[src/rtl/dpe_pkg.sv]
// Shared types and helpers for the sigma.J dot-product engine.
package dpe_pkg;

  typedef enum logic [1:0] {IDLE, ACCUM, DONE} dpe_state_e;

  // Wide enough that +/-VECTOR_SIZE*max|J| never overflows.
  function automatic int dpe_result_width(input int vector_size, input int j_width);
    return $clog2(vector_size) + j_width + 1;
  endfunction

  // Zero- or sign-extends a j_width-bit element held in the LSBs of elem.
  function automatic logic [63:0] dpe_extend(input logic [31:0] elem, input int j_width,
                                             input bit j_signed);
    logic [63:0] ext;
    ext = {32'd0, elem};
    if (j_signed && elem[j_width-1]) ext = ext | ~((64'd1 << j_width) - 64'd1);
    return ext;
  endfunction

endpackage

[src/rtl/dpe_lane_sum.sv]
// Combinational add/sub tree: sums LANES J elements, each negated when its sigma bit is 0.
module dpe_lane_sum
  import dpe_pkg::*;
#(
  parameter int LANES           = 16,
  parameter int J_ELEMENT_WIDTH = 4,
  parameter int J_SIGNED        = 0,
  parameter int RESULT_WIDTH    = 13
) (
  input  logic [LANES-1:0][J_ELEMENT_WIDTH-1:0] j,
  input  logic [LANES-1:0]                      sigma,
  output logic signed [RESULT_WIDTH-1:0]        sum
);

  localparam int LEAVES = 1 << $clog2(LANES);

  logic signed [RESULT_WIDTH-1:0] term [LANES];
  logic signed [RESULT_WIDTH-1:0] node [2*LEAVES];

  for (genvar i = 0; i < LANES; i++) begin : g_lane
    logic signed [RESULT_WIDTH-1:0] ext;
    assign ext     = RESULT_WIDTH'(dpe_extend(32'(j[i]), J_ELEMENT_WIDTH, J_SIGNED != 0));
    assign term[i] = sigma[i] ? ext : -ext;
  end

  // Heap-ordered tree: leaves at LEAVES.., root at node[1]; padding leaves are zero.
  always_comb begin
    for (int n = 0; n < 2*LEAVES; n++) node[n] = '0;
    for (int n = 0; n < LANES; n++) node[LEAVES+n] = term[n];
    for (int n = LEAVES-1; n >= 1; n--) node[n] = node[2*n] + node[2*n+1];
    sum = node[1];
  end

endmodule

[src/rtl/dot_product_engine.sv]
// Streams one J column in LANES-wide chunks against a latched sigma vector and returns
// the signed dot product. Define DPE_PERF_CNT_EN to add the stall_cnt_o counter.
module dot_product_engine
  import dpe_pkg::*;
#(
  parameter int VECTOR_SIZE     = 256,
  parameter int LANES           = 16,
  parameter int J_ELEMENT_WIDTH = 4,
  parameter int J_SIGNED        = 0,
  parameter int RESULT_WIDTH    = dpe_result_width(VECTOR_SIZE, J_ELEMENT_WIDTH)
) (
  input  logic                             clk_i,
  input  logic                             rst_ni,
  input  logic                             start_valid_i,
  output logic                             start_ready_o,
  input  logic [VECTOR_SIZE-1:0]           sigma_i,
  input  logic                             j_valid_i,
  output logic                             j_ready_o,
  input  logic [LANES*J_ELEMENT_WIDTH-1:0] j_chunk_i,
  output logic                             dot_valid_o,
  input  logic                             dot_ready_i,
  output logic signed [RESULT_WIDTH-1:0]   dot_o,
  output logic                             busy_o
`ifdef DPE_PERF_CNT_EN
  ,
  output logic [31:0]                      stall_cnt_o
`endif
);

  localparam int CHUNKS = VECTOR_SIZE / LANES;
  localparam int CW     = (CHUNKS > 1) ? $clog2(CHUNKS) : 1;
  localparam logic [CW-1:0] LAST = CW'(CHUNKS - 1);

  if ((LANES < 1) || (VECTOR_SIZE % LANES != 0)) begin : g_param_check
    $error("dot_product_engine: VECTOR_SIZE must be a nonzero multiple of LANES");
  end

  dpe_state_e                     state;
  logic [CW-1:0]                  cnt;
  logic [VECTOR_SIZE-1:0]         sigma;
  logic signed [RESULT_WIDTH-1:0] acc;
  logic signed [RESULT_WIDTH-1:0] lane_sum;
  logic [LANES-1:0]               lane_sigma;

  assign lane_sigma = sigma[cnt*LANES +: LANES];

  dpe_lane_sum #(
    .LANES           (LANES),
    .J_ELEMENT_WIDTH (J_ELEMENT_WIDTH),
    .J_SIGNED        (J_SIGNED),
    .RESULT_WIDTH    (RESULT_WIDTH)
  ) u_lane_sum (
    .j     (j_chunk_i),
    .sigma (lane_sigma),
    .sum   (lane_sum)
  );

  always_ff @(posedge clk_i or negedge rst_ni) begin
    if (!rst_ni) begin
      state <= IDLE;
      cnt   <= '0;
      sigma <= '0;
      acc   <= '0;
    end else begin
      case (state)
        IDLE: if (start_valid_i) begin
          sigma <= sigma_i;
          acc   <= '0;
          cnt   <= '0;
          state <= ACCUM;
        end
        ACCUM: if (j_valid_i) begin
          acc <= acc + lane_sum;
          if (cnt == LAST) begin
            cnt   <= '0;
            state <= DONE;
          end else begin
            cnt <= cnt + 1'b1;
          end
        end
        DONE: if (dot_ready_i) begin
          // Result retiring and a new start in the same cycle skip IDLE entirely.
          if (start_valid_i) begin
            sigma <= sigma_i;
            acc   <= '0;
            cnt   <= '0;
            state <= ACCUM;
          end else begin
            state <= IDLE;
          end
        end
        default: state <= IDLE;
      endcase
    end
  end

  assign start_ready_o = rst_ni && ((state == IDLE) || ((state == DONE) && dot_ready_i));
  assign j_ready_o     = (state == ACCUM);
  assign dot_valid_o   = (state == DONE);
  assign dot_o         = acc;
  assign busy_o        = (state != IDLE);

`ifdef DPE_PERF_CNT_EN
  always_ff @(posedge clk_i or negedge rst_ni) begin
    if (!rst_ni) begin
      stall_cnt_o <= '0;
    end else if (((state == ACCUM) && !j_valid_i) || ((state == DONE) && !dot_ready_i)) begin
      stall_cnt_o <= stall_cnt_o + 32'd1;
    end
  end
`endif

endmodule

[config.mk]
export PLATFORM = sky130hd
export DESIGN_NAME = dot_product_engine
export DESIGN_NICKNAME = d
export VERILOG_FILES = /design/src/rtl/dpe_pkg.sv /design/src/rtl/dpe_lane_sum.sv /design/src/rtl/dot_product_engine.sv
export SDC_FILE = /design/constraint.sdc
export NUM_CORES = 1
export LEC_CHECK = 0
export ABC_AREA = 1
export CAP_MARGIN = 40
export CORE_MARGIN = 2
export CORE_UTILIZATION = 60
export DETAILED_ROUTE_END_ITERATION = 8
export DONT_BUFFER_PORTS = 1
export PLACE_DENSITY = 0.79
export SYNTH_ARGS = -nofsm -noshare
export SYNTH_HDL_FRONTEND = slang
export SYNTH_SLANG_ARGS = --single-unit
[constraint.sdc]
create_clock -name clk_i -period 17.2 [get_ports clk_i]
set_clock_uncertainty 0.2 [all_clocks]
set_input_delay 3.44 -clock clk_i [delete_from_list [all_inputs] [get_ports clk_i]]
set_output_delay 3.44 -clock clk_i [all_outputs]
set_load 0.05 [all_outputs]
# Word level (Yosys, flattened, before mapping)
# Cells that the tools add are included.
# W data, S select, Z words.
# classes
reduce_logical	10
shift	1
eq_ne	7
addsub	33
mux	34
# ops
op	n
$mux W256	2
$pmux W256 S2	1
$shiftx A256 B9 Y16	1
$mux W13	19
$add A13 B13 Y13	16
$neg A4 Y13	16
$pmux W13 S3	1
$mux W4	4
$pmux W4 S3	1
$mux W2	4
$pmux W2 S3	1
$add A4 B1 Y4 const B	1
$eq A4 B4 Y1 const B	1
$ne A2 B1 Y1 const B	2
$ne A2 B2 Y1 const B	2
$reduce_and A4 Y1	1
$reduce_bool A2 Y1	2
$reduce_and A3 Y1	1
$reduce_bool A3 Y1	1
$eq A2 B1 Y1 const B	1
$eq A2 B2 Y1 const B	1
$logic_and A1 B1 Y1	2
$logic_not A2 Y1	1
$reduce_and A2 Y1	1
other kinds (2)	2
# word_totals
reg_bits	275
input_bits	325
out_inout_bits	17
word_cells	89

# Depth between registers and ports, before layout
# logic_depth
depth_word	9
mapped_depth	35
ltp_nobuf	32

# Modules after synthesis
# From an unflattened synthesis, not the netlist that was laid out.
# hier_totals
hier_cells	2396
hier_area_um2	18413.9
# by_module_without_submodules
mod	instances	area_each_um2	cells_per_inst	seq_area_each_um2
dot_product_engine	1	13364.1	1742	6881.6
dpe_lane_sum	1	5049.8	654	0.0

# Least setup slack after synthesis
# No wires, ideal clock.
# synth_path
kind	input -> register
from	in j_chunk_i[40]
to	reg acc[10] (netlist: dot_o[10])
t_arrival_ns	8.635
required_time_ns	16.873
cell_stages	26
path_slack_ns	8.238
path_buffers	0
setup_ns	0.127
path_cell_list	inv_1 > ha_1 > nor2_1 > xor2_1 > inv_1 > fa_1 > inv_1 > fa_1 > fa_1 > fa_1 > inv_1 > fa_1 > fa_1 > inv_1 > ha_1 > fa_1 > nand3_1 > nand2_1 > nand2_1 > nand2_1 > a21oi_1 > nor2_1 > o21ai_0 > nand3_1 > nand2_1 > o21ai_0
# synth_via
elab_chain_cells	9
# synth_rtl
element	line_no	rtl
from (decl)	dot_product_engine.sv:19	input logic [LANES*J_ELEMENT_WIDTH-1:0] j_chunk_i,
$neg A4 Y13	dpe_lane_sum.sv:23	assign term[i] = sigma[i] ? ext : -ext;
$mux W13 (*)	dpe_lane_sum.sv:23	
$add A13 B13 Y13 (*) (4 in series)	dpe_lane_sum.sv:30	for (int n = LEAVES-1; n >= 1; n--) node[n] = node[2*n] + node[2*n+1];
$add A13 B13 Y13 (*)	dot_product_engine.sv:73	acc <= acc + lane_sum;
$mux W13 (*)	dot_product_engine.sv:72	ACCUM: if (j_valid_i) begin
$pmux W13 S3 (*)	dot_product_engine.sv:65	case (state)
to (signal assigned)	dot_product_engine.sv:73	
to (decl)	dot_product_engine.sv:41	logic signed [RESULT_WIDTH-1:0] acc;
# Mark *: on every way between the ends. The rest lies on a longest branch, timed or not. The select of a mux whose other input is x is not followed.
# A chain may end at the register's enable or synchronous reset.

# Final worst setup path
# layout_path
from	in j_chunk_i[53]
to	reg acc[9] (netlist: dot_o[9])
# The elaborated chain is that of the path after synthesis.

==> results.json <==
{
  "grt_max_degree": 277,
  "ys_seq_area_share_pct": 37.09,
  "yosysWarnings": 0,
  "syn_area_per_cell_um2": 7.983,
  "cts_max_level": 1,
  "place_hpwl_mm": 38.70,
  "crit_top_cell": "fa_1",
  "multi_input_area_mm2": 0.009977,
  "slowest_delay_ps": 570,
  "synth-edff-count": 0,
  "crit_family": "adder cells",
  "cts.sinks": 275,
  "antenna_left": 0,
  "grt_setup_unrepaired": "no",
  "route.vias.total": 15070,
  "viasPerCell": 5.613,
  "worst_pin_slew_ps": 929.1,
  "cts_made_buffers": 30,
  "first_iter_violations": 1271,
  "required_ps": 17460,
  "wl_mm": 51.56,
  "post-route-min-period_ps": 8880,
  "boundaryPins": 342,
  "async_flop_share_pct": 100.0,
  "finalCritPeriodShare_pct": 51.63,
  "hold_path_class": "reg -> reg",
  "crit_chain": "nor3_1, ha_1, nand2_1, o21ai_1, fa_1, fa_1, fa_1, fa_1, fa_1, inv_1, fa_1, inv_1, ha_1, a21oi_1, nand2_1, nand2_1, nand2_1, a21oi_1, nor2_1, o21ai_0, nand3_1, nand2_1, o21ai_0",
  "io_buffers": 0,
  "synth_seq_cells": 275,
  "dp_slack_ps": 7761,
  "synth_top_area_share_pct": 37.09,
  "cp-end-kind": "flop",
  "die_y_um": 179.8,
  "rows": 64,
  "cp.arrival_ps": 9140,
  "clockBufferDepth": 3,
  "die_x_um": 179.8,
  "clock-root-buffer": "clkbuf_16",
  "timing.fmax_ghz": 0.1126,
  "worst-setup-path-type": "in -> reg",
  "drv_cap": 0,
  "hold_slack_ps": 275.3,
  "place.gp.congestion": 0.9420,
  "wl_per_cell_um": 19.20,
  "worst-path-buf-inv": 2,
  "cts_resized": 0,
  "grt_usage_pct": 32.47,
  "synthCells": 2324,
  "synth_area_leaders": "dfrtp_1, nand2_1, fa_1",
  "grt_pass1_wl_mm": 83.20,
  "fillCellCount": 2653,
  "hold_viol_final": 0,
  "slew_viol_final": 0,
  "slowest_stage": "fa_1",
  "cts-hold-fix-buffers": 0,
  "yosysUniqueCellTypes": 41,
  "core_area_mm2": 0.03051,
  "setup_ws_ps": 8320,
  "first_global_vias": 15490,
  "layout-drive-gt1-share_pct": 5.247,
  "final_util_pct": 64.09,
  "floorplan.initialDensity_pct": 60.81,
  "yosys.area.top_type": "dfrtp_1",
  "syn_area_mm2": 0.01855,
  "clkSlewWorstSetupHoldPaths_ps": 60,
  "die_area_mm2": 0.03234,
  "final_nets": 2777,
  "cts_setup_buffers": 0,
  "slew_headroom_pct": 38.06,
  "syn-num-nets": 2837,
  "antenna_found_initial": 3,
  "crit_fanout": 7,
  "firstDrtPassIters": 7,
  "tritoncts": "yes",
  "fin_setup_tns_ps": 0,
  "syn2layout_area_growth_pct": 5.395,
  "grt_overflow": 0,
  "clk_latency_ps": 580,
  "register_area_mm2": 0.006887,
  "start_kind": "primary input",
  "drc_errors": 0,
  "ys.flop_type": "dfrtp_1",
  "finalSetupViolCount": 0,
  "outcome": "completed"
}
-- layer usage --
layer | track usage [%] | vias to the layer above | wire (um)
li1 | - | 7102 | -
met1 | 43.21 | 7316 | 20790
met2 | 53.13 | 553 | 24770
met3 | 6.382 | 101 | 3952
met4 | 12.20 | 0 | 2052
met5 | 0 | - | 0
-- worst reg2reg max path, delay by kind of cell, from the launching register on --
family	cells	cell delay [ps]
buffers and inverters	6	1530
AOI/OAI and AO/OA	5	1160
adders and majority gates	8	3830
DFF	1	730
xor gates and xnor gates	1	170
and+or+nand+nor	10	980
-- flip-flops by register name, summed over array words and instances (netlist names) --
name,cells
sigma,256
dot_o,13
state,2
cnt,4
-- cells in the mapped netlist (30+ instances only) --
cell	n
buf_2	67
o21ai_0	90
o21ai_1	82
nand3_1	50
o22ai_1	32
dfrtp_1	275
ha_1	52
a21oi_1	30
fa_1	136
nor2_1	159
nand2_1	879
inv_1	262
-- metrics by stage --
step / instance area, um2 / std cells
final: 19550 / 2685
after CTS: 19550 / 2683
after global placement: 18500 / 2623
after global routing: 19550 / 2685
after floorplan: 18550 / 2324
after detailed placement: 18580 / 2628
-- area by class of cell --
| cell class | instances | share of cell area [%] |
|---|---|---|
| Timing Repair Buffer | 15 | 0.7806 |
| Clock inverter | 11 | 0.5887 |
| Antenna cell | 2 | 0.02560 |
| Tap cell | 396 | 2.534 |
| Multi-Input combinational cell | 1660 | 51.02 |
| Sequential cell | 275 | 35.22 |
| Clock buffer | 44 | 4.364 |
| Inverter | 282 | 5.465 |
-- cells by family (layout without fill, tap and decap cells) --
kind of cell	Yosys count	in the layout	share of synthesized area, %
AND/OR/NAND/NOR	1136	1136	23.90
buffers and inverters	389	352	9.172
AO/OA/AOI/OAI	303	303	10.01
flip-flops	275	275	37.09
adder cells (fa/ha/maj)	188	188	18.18
XOR/XNOR	21	21	0.9913
multiplexers	12	12	0.6474
other	0	2	0
-- layout by cell type (no fill, tap or decap), types with 3 or more instances in the layout --
| cell | instances |
|---|---|
| nand2_1 | 879 |
| dfrtp_1 | 273 |
| inv_1 | 262 |
| nor2_1 | 159 |
| fa_1 | 136 |
| o21ai_0 | 90 |
| o21ai_1 | 82 |
| ha_1 | 52 |
| nand3_1 | 50 |
| o22ai_1 | 32 |
| a21oi_1 | 30 |
| clkbuf_16 | 30 |
| o211ai_1 | 27 |
| nor3_1 | 20 |
| o211ai_2 | 18 |
| inv_2 | 17 |
| xor2_1 | 17 |
| buf_4 | 13 |
| mux2i_1 | 12 |
| o221ai_1 | 11 |
| nand2_2 | 10 |
| clkbuf_1 | 9 |
| or2_1 | 8 |
| clkinv_2 | 6 |
| clkbuf_8 | 5 |
| xnor2_1 | 4 |
| a22o_1 | 4 |
| nand3b_1 | 3 |
-- final timing paths --
kind | depth (start not counted) | start | slack, ps | endpoint
setup reg to reg | 30 | cnt[0] | 8470 | dot_o[10]
hold reg to reg | 2 | sigma[145] | 280 | sigma[145]
setup / recovery | 23 | j_chunk_i[53] | 8320 | dot_o[9]
hold / removal | 2 | sigma[145] | 280 | sigma[145]
max in group asynchronous | 0 | rst_ni | 13640 | sigma[7]
min in group asynchronous | 0 | rst_ni | 2360 | sigma[126]
Power is left out: the tool's default activity adds up to more than one toggle a clock period on the data nets, which glitch-free logic cannot reach.
